$ cat src/rtl/cpu_defs.sv
// Shared definitions for the MIPS core: next-PC source encodings,
// the reset fetch address and the nop instruction word.
package cpu_defs;

  typedef enum logic [1:0] {
    NPC_SEQ = 2'd0,
    NPC_BR  = 2'd1,
    NPC_J   = 2'd2,
    NPC_JR  = 2'd3
  } npc_sel_e;

  localparam logic [31:0] RESET_PC = 32'h0000_3000;
  localparam logic [31:0] NOP_WORD = 32'h0000_0000;

endpackage

$ cat src/rtl/if_stage_npc.sv
// Combinational next-PC calculator. Branch and jump targets are formed
// from the instruction sitting in D, never from the fetch PC.
module npc
  import cpu_defs::*;
(
  input  logic [31:0] pc_f,
  input  logic [31:0] pc_d,
  input  logic [31:0] instr_d,
  input  logic [1:0]  npc_sel,
  input  logic        br_taken,
  input  logic [31:0] jr_target,
  output logic [31:0] next_pc
);

  function automatic logic signed [31:0] sext16(input logic [15:0] imm);
    sext16 = {{16{imm[15]}}, imm};
  endfunction

  logic        [31:0] seq_pc;
  logic signed [31:0] br_offset;
  logic        [31:0] br_target;
  logic        [31:0] j_target;

  assign seq_pc    = pc_f + 32'd4;
  assign br_offset = sext16(instr_d[15:0]) <<< 2;
  assign br_target = pc_d + 32'd4 + $unsigned(br_offset);
  assign j_target  = {pc_d[31:28], instr_d[25:0], 2'b00};

  // Select the next fetch address; an untaken branch falls through to seq.
  always_comb begin
    next_pc = seq_pc;
    case (npc_sel_e'(npc_sel))
      NPC_SEQ: next_pc = seq_pc;
      NPC_BR:  next_pc = br_taken ? br_target : seq_pc;
      NPC_J:   next_pc = j_target;
      NPC_JR:  next_pc = jr_target;
      default: next_pc = seq_pc;
    endcase
  end

endmodule

$ cat src/rtl/if_stage.sv
// Instruction-fetch stage: fetch PC register plus the IF/ID pipeline
// register. The delay-slot word is never flushed.
module if_stage #(
  parameter logic [31:0] RESET_PC = cpu_defs::RESET_PC
) (
  input  logic        clk,
  input  logic        reset,
  input  logic        stall,
  input  logic [1:0]  npc_sel,
  input  logic        br_taken,
  input  logic [31:0] jr_target,
  output logic [31:0] im_addr,
  input  logic [31:0] im_rdata,
  output logic [31:0] instr_D,
  output logic [31:0] pc_D,
  output logic [31:0] pc8_D
);
  import cpu_defs::*;

  logic [31:0] pc_f;
  logic [31:0] instr_d_q;
  logic [31:0] pc_d_q;
  logic [31:0] next_pc;

  npc u_npc (
    .pc_f      (pc_f),
    .pc_d      (pc_d_q),
    .instr_d   (instr_d_q),
    .npc_sel   (npc_sel),
    .br_taken  (br_taken),
    .jr_target (jr_target),
    .next_pc   (next_pc)
  );

  // F -> D boundary: advance PC and latch fetched word unless stalled.
  always_ff @(posedge clk) begin
    if (reset) begin
      pc_f      <= RESET_PC;
      instr_d_q <= NOP_WORD;
      pc_d_q    <= '0;
    end else if (!stall) begin
      pc_f      <= next_pc;
      instr_d_q <= im_rdata;
      pc_d_q    <= pc_f;
    end
  end

  assign im_addr = pc_f;
  assign instr_D = instr_d_q;
  assign pc_D    = pc_d_q;
  assign pc8_D   = pc_d_q + 32'd8;

endmodule

$ cat config.mk
export PLATFORM = sky130hd
export DESIGN_NAME = if_stage
export DESIGN_NICKNAME = d
export VERILOG_FILES = /design/src/rtl/cpu_defs.sv /design/src/rtl/if_stage_npc.sv /design/src/rtl/if_stage.sv
export SDC_FILE = /design/constraint.sdc
export NUM_CORES = 1
export LEC_CHECK = 0
export ABC_AREA = 0
export CAP_MARGIN = 40
export CELL_PAD_IN_SITES_DETAIL_PLACEMENT = 1
export CELL_PAD_IN_SITES_GLOBAL_PLACEMENT = 1
export CORE_MARGIN = 2
export CORE_UTILIZATION = 35
export CTS_BUF_LIST = sky130_fd_sc_hd__clkbuf_8
export DETAILED_ROUTE_END_ITERATION = 8
export GPL_TIMING_DRIVEN = 0
export PLACE_DENSITY_LB_ADDON = 0.1
export SLEW_MARGIN = 5
export SYNTH_ARGS = -nofsm -noshare
export SYNTH_HDL_FRONTEND = slang
export SYNTH_SLANG_ARGS = --single-unit
export TNS_END_PERCENT = 5
$ cat constraint.sdc
create_clock -name clk -period 4.3 [get_ports clk]
set_input_delay 0.645 -clock clk [delete_from_list [all_inputs] [get_ports clk]]
set_output_delay 0.645 -clock clk [all_outputs]
set_load 0.05 [all_outputs]
==> out/summary.txt <==
Worst Path Required -> 3.65 ns
Peak supply drop -> 0.000169 V
Synth top area share -> 0.277
Avg Vias per Cell -> 5.46
Syn_nets -> 965
DIE WIDTH -> 145 µm
Internal -> 0.00146 W
Synth async-reset ratio -> 0
Synth Flop Type -> dfxtp_1
Met1 Track Usage GR -> 0.338
H-tree depth -> 3
WL final -> 27800 µm
Via count -> 7175
TNS Setup -> 0 ns
Num rows -> 51
Max Cap Viol -> 0
CTS Sinks -> 96
First-pass DRT Iterations -> 4
CP cell instances -> and2_1 > and4_1 > nand3_1 > or3_1 > nor2_1 > xnor2_1 > clkdlybuf4s50_1
Share of post-route cells with drive strength above 1 -> 0.0582
I/O Pins -> 198
FF+latch count, synth -> 96
Fin. Hold Viols -> 0
Die Y-Extent -> 145 µm
Drt first-iter violations -> 381
Synth area leaders -> dfxtp_1 (28%), ha_1 (11%), mux2i_1 (10%)
CP arrival -> 3.37 ns
Drc violations -> 0
GRT Util Overall -> 0.264
Sw Share -> 0.396
Fill cell count -> 2346
CP Capture Type -> output pin
Sequential share of the synthesized area -> 0.277
CP Max Fanout -> 6
CTS tree -> built
First-pass GRT wire length -> 43500 µm
Final min period -> 4.02 ns
Switching power -> 0.000958 W
Number of port buffers -> 195
FMAX -> 249 MHz
Synth top cells by count -> nor2_1 (123), dfxtp_1 (96), mux2i_1 (70), ha_1 (59), nand2_1 (54)
Met3 usage -> 0.0588
Antenna violations before repair -> 0
Synth warn -> 0
Max-slew violation count -> 0
Syn Std Cell Area -> 6950 µm²
Design Power -> 0.00242 W
CP startpoint kind -> register
Die area -> 21000 µm²
Longest Clk Path Bufs -> 2
Reg power frac -> 0.421
Core footprint -> 19500 µm²
Clk pwr share -> 0.256
Synth cell types -> 56
Clock skew -> 0.0190 ns
Pleak -> 4.13 nW
Area growth, synth to finish -> 36.2%
Fin crit share -> 0.934
Global routing's busiest layer -> met2
Worst skew pair latency -> 0.41 ns
Worst Tran Pin Value -> 0.901 ns
Global route overflow -> 0
Layout Nets -> 1173
Slowest CP cell -> clkdlybuf4s50_1
Largest net degree at the start of global routing -> 19
Met2 Use GR -> 0.445
Final setup vio count -> 0
Worst path max stage delay -> 0.81 ns
Slew headroom -> 0.399
Root buffer cell -> clkbuf_8
Routability Congestion -> 0.857
Starting Density -> 0.357
Hold buffer count at CTS -> 0
Cell taking the most area after synthesis -> dfxtp_1
Hold Crit Class -> register to register
Number of global-route vias before repair -> 7537
Delay-heaviest family, CP -> simple AND/OR/NAND/NOR gates
Worst Path Buf+Inv -> 1
Syn_area_per_cell -> 8.32 µm²
Comb power frac -> 0.323
Post-Syn Instances -> 835
Final antenna-violating net count -> 0
CP Class -> register to output pin
Status -> finished clean
Most frequent cell after synthesis -> nor2_1
Unrepaired setup endpoints after global routing -> no
DR WL/cell -> 21.2 µm
Cts bufs inserted -> 9
Total power divided by cell area -> 256 nW/µm²
Worst-path clk slew -> 0.11 ns
Number of synthesized flops with an enable pin -> 0
Dpl hpwl -> 21400 µm
-- worst paths after layout --
path / startpoint / endpoint / slack (ns) / cells after the start
hold / removal: instr_D[28] / instr_D[28] / 0.51 / 2
setup reg to reg: pc_D[3] / im_addr[29] / 0.40 / 12
hold reg to reg: instr_D[28] / instr_D[28] / 0.51 / 2
setup / recovery: pc_D[5] / pc8_D[26] / 0.28 / 7
-- metal layers --
layer / routed length (µm) / share of wire / up-vias
met5: 0 / 0 / -
li1: - / - / 3433
met4: 658 / 0.024 / 0
met3: 1520 / 0.054 / 35
met1: 12600 / 0.45 / 3505
met2: 13100 / 0.47 / 202
-- metrics by stage --
step / hold slack [ns] / std cells / utilization / worst slack, ns / area (µm²)
after detailed placement: 0.490 / 1296 / 0.475 / 0.140 / 9240
after CTS: 0.516 / 1312 / 0.484 / 0.0278 / 9430
final: 0.510 / 1314 / 0.486 / 0.284 / 9460
after floorplan: 0.721 / 835 / - / 0.706 / 6950
after global routing: 0.559 / 1313 / 0.486 / 0.0766 / 9460
after global placement: 0.475 / 1295 / 0.474 / 0.155 / 9230
-- repair_timing --
item                                    4_1_cts  5_1_grt
endpoints found under the setup margin        6       11
gates resized for setup                       2       12
buffers inserted                              0        0
pin swaps                                     0        0
-- placed cells by master (no fill, tap or decap), drive strengths merged, types with 4 or more instances in the layout --
master	n
xnor2	50
a22oi	5
nand4	10
nand3	30
dlymetal6s2s	10
dfxtp	96
a21o	18
o211ai	6
o22ai	5
clkdlybuf4s50	184
a31oi	9
a21oi	43
o21a	5
clkbuf	44
nor2b	4
o21ai	33
mux2i	70
mux2	25
nand2b	8
and4	5
nor2	124
buf	14
a211oi	12
xor2	18
or2	5
a221oi	22
nand2	54
and3	9
or3	4
nor3	10
ha	59
inv	28
-- tightest hold or removal path: cells and delay by family (launching register included) --
kind             cells  cell delay [ns]
flip-flops           1             0.34
multiplexers         1             0.07
AND/OR/NAND/NOR      1             0.07
-- logic make-up after synthesis --
logic type | synth area share
AOI/OAI and AO/OA | 0.173
buffers and inverters | 0.0393
DFF | 0.277
adders and majority gates | 0.109
and+or+nand+nor | 0.175
muxes | 0.141
xor gates and xnor gates | 0.0857
-- state kept, by name, indices dropped and copies added, names as in the netlist --
register / flops
im_addr: 32
instr_D: 32
pc_D: 32
-- power groups by stage --
stage	Clock (W)	Combinational, W	Sequential (W)
floorplan	0	0.000331	0.00118
global placement	0	0.000769	0.00104
finish	0.000619	0.000783	0.00102
global route	0.000668	0.000835	0.00103
detailed placement	0	0.000779	0.00104
CTS	0.000640	0.000782	0.00102
-- final cells by class --
| cell class | count | area [µm²] | area share |
|---|---|---|---|
| buffer | 46 | 186 | 0.0197 |
| antenna | 1 | 2.50 | 0.000264 |
| clock inverter | 7 | 58.8 | 0.00621 |
| inverter | 23 | 86.3 | 0.00912 |
| timing repair buffer | 197 | 1990 | 0.211 |
| multi-input combinational | 670 | 4760 | 0.503 |
| clock buffer | 9 | 124 | 0.0131 |
| sequential | 96 | 1920 | 0.203 |
| tap | 265 | 332 | 0.0350 |
No activity file was read; power rests on OpenSTA's default activity.
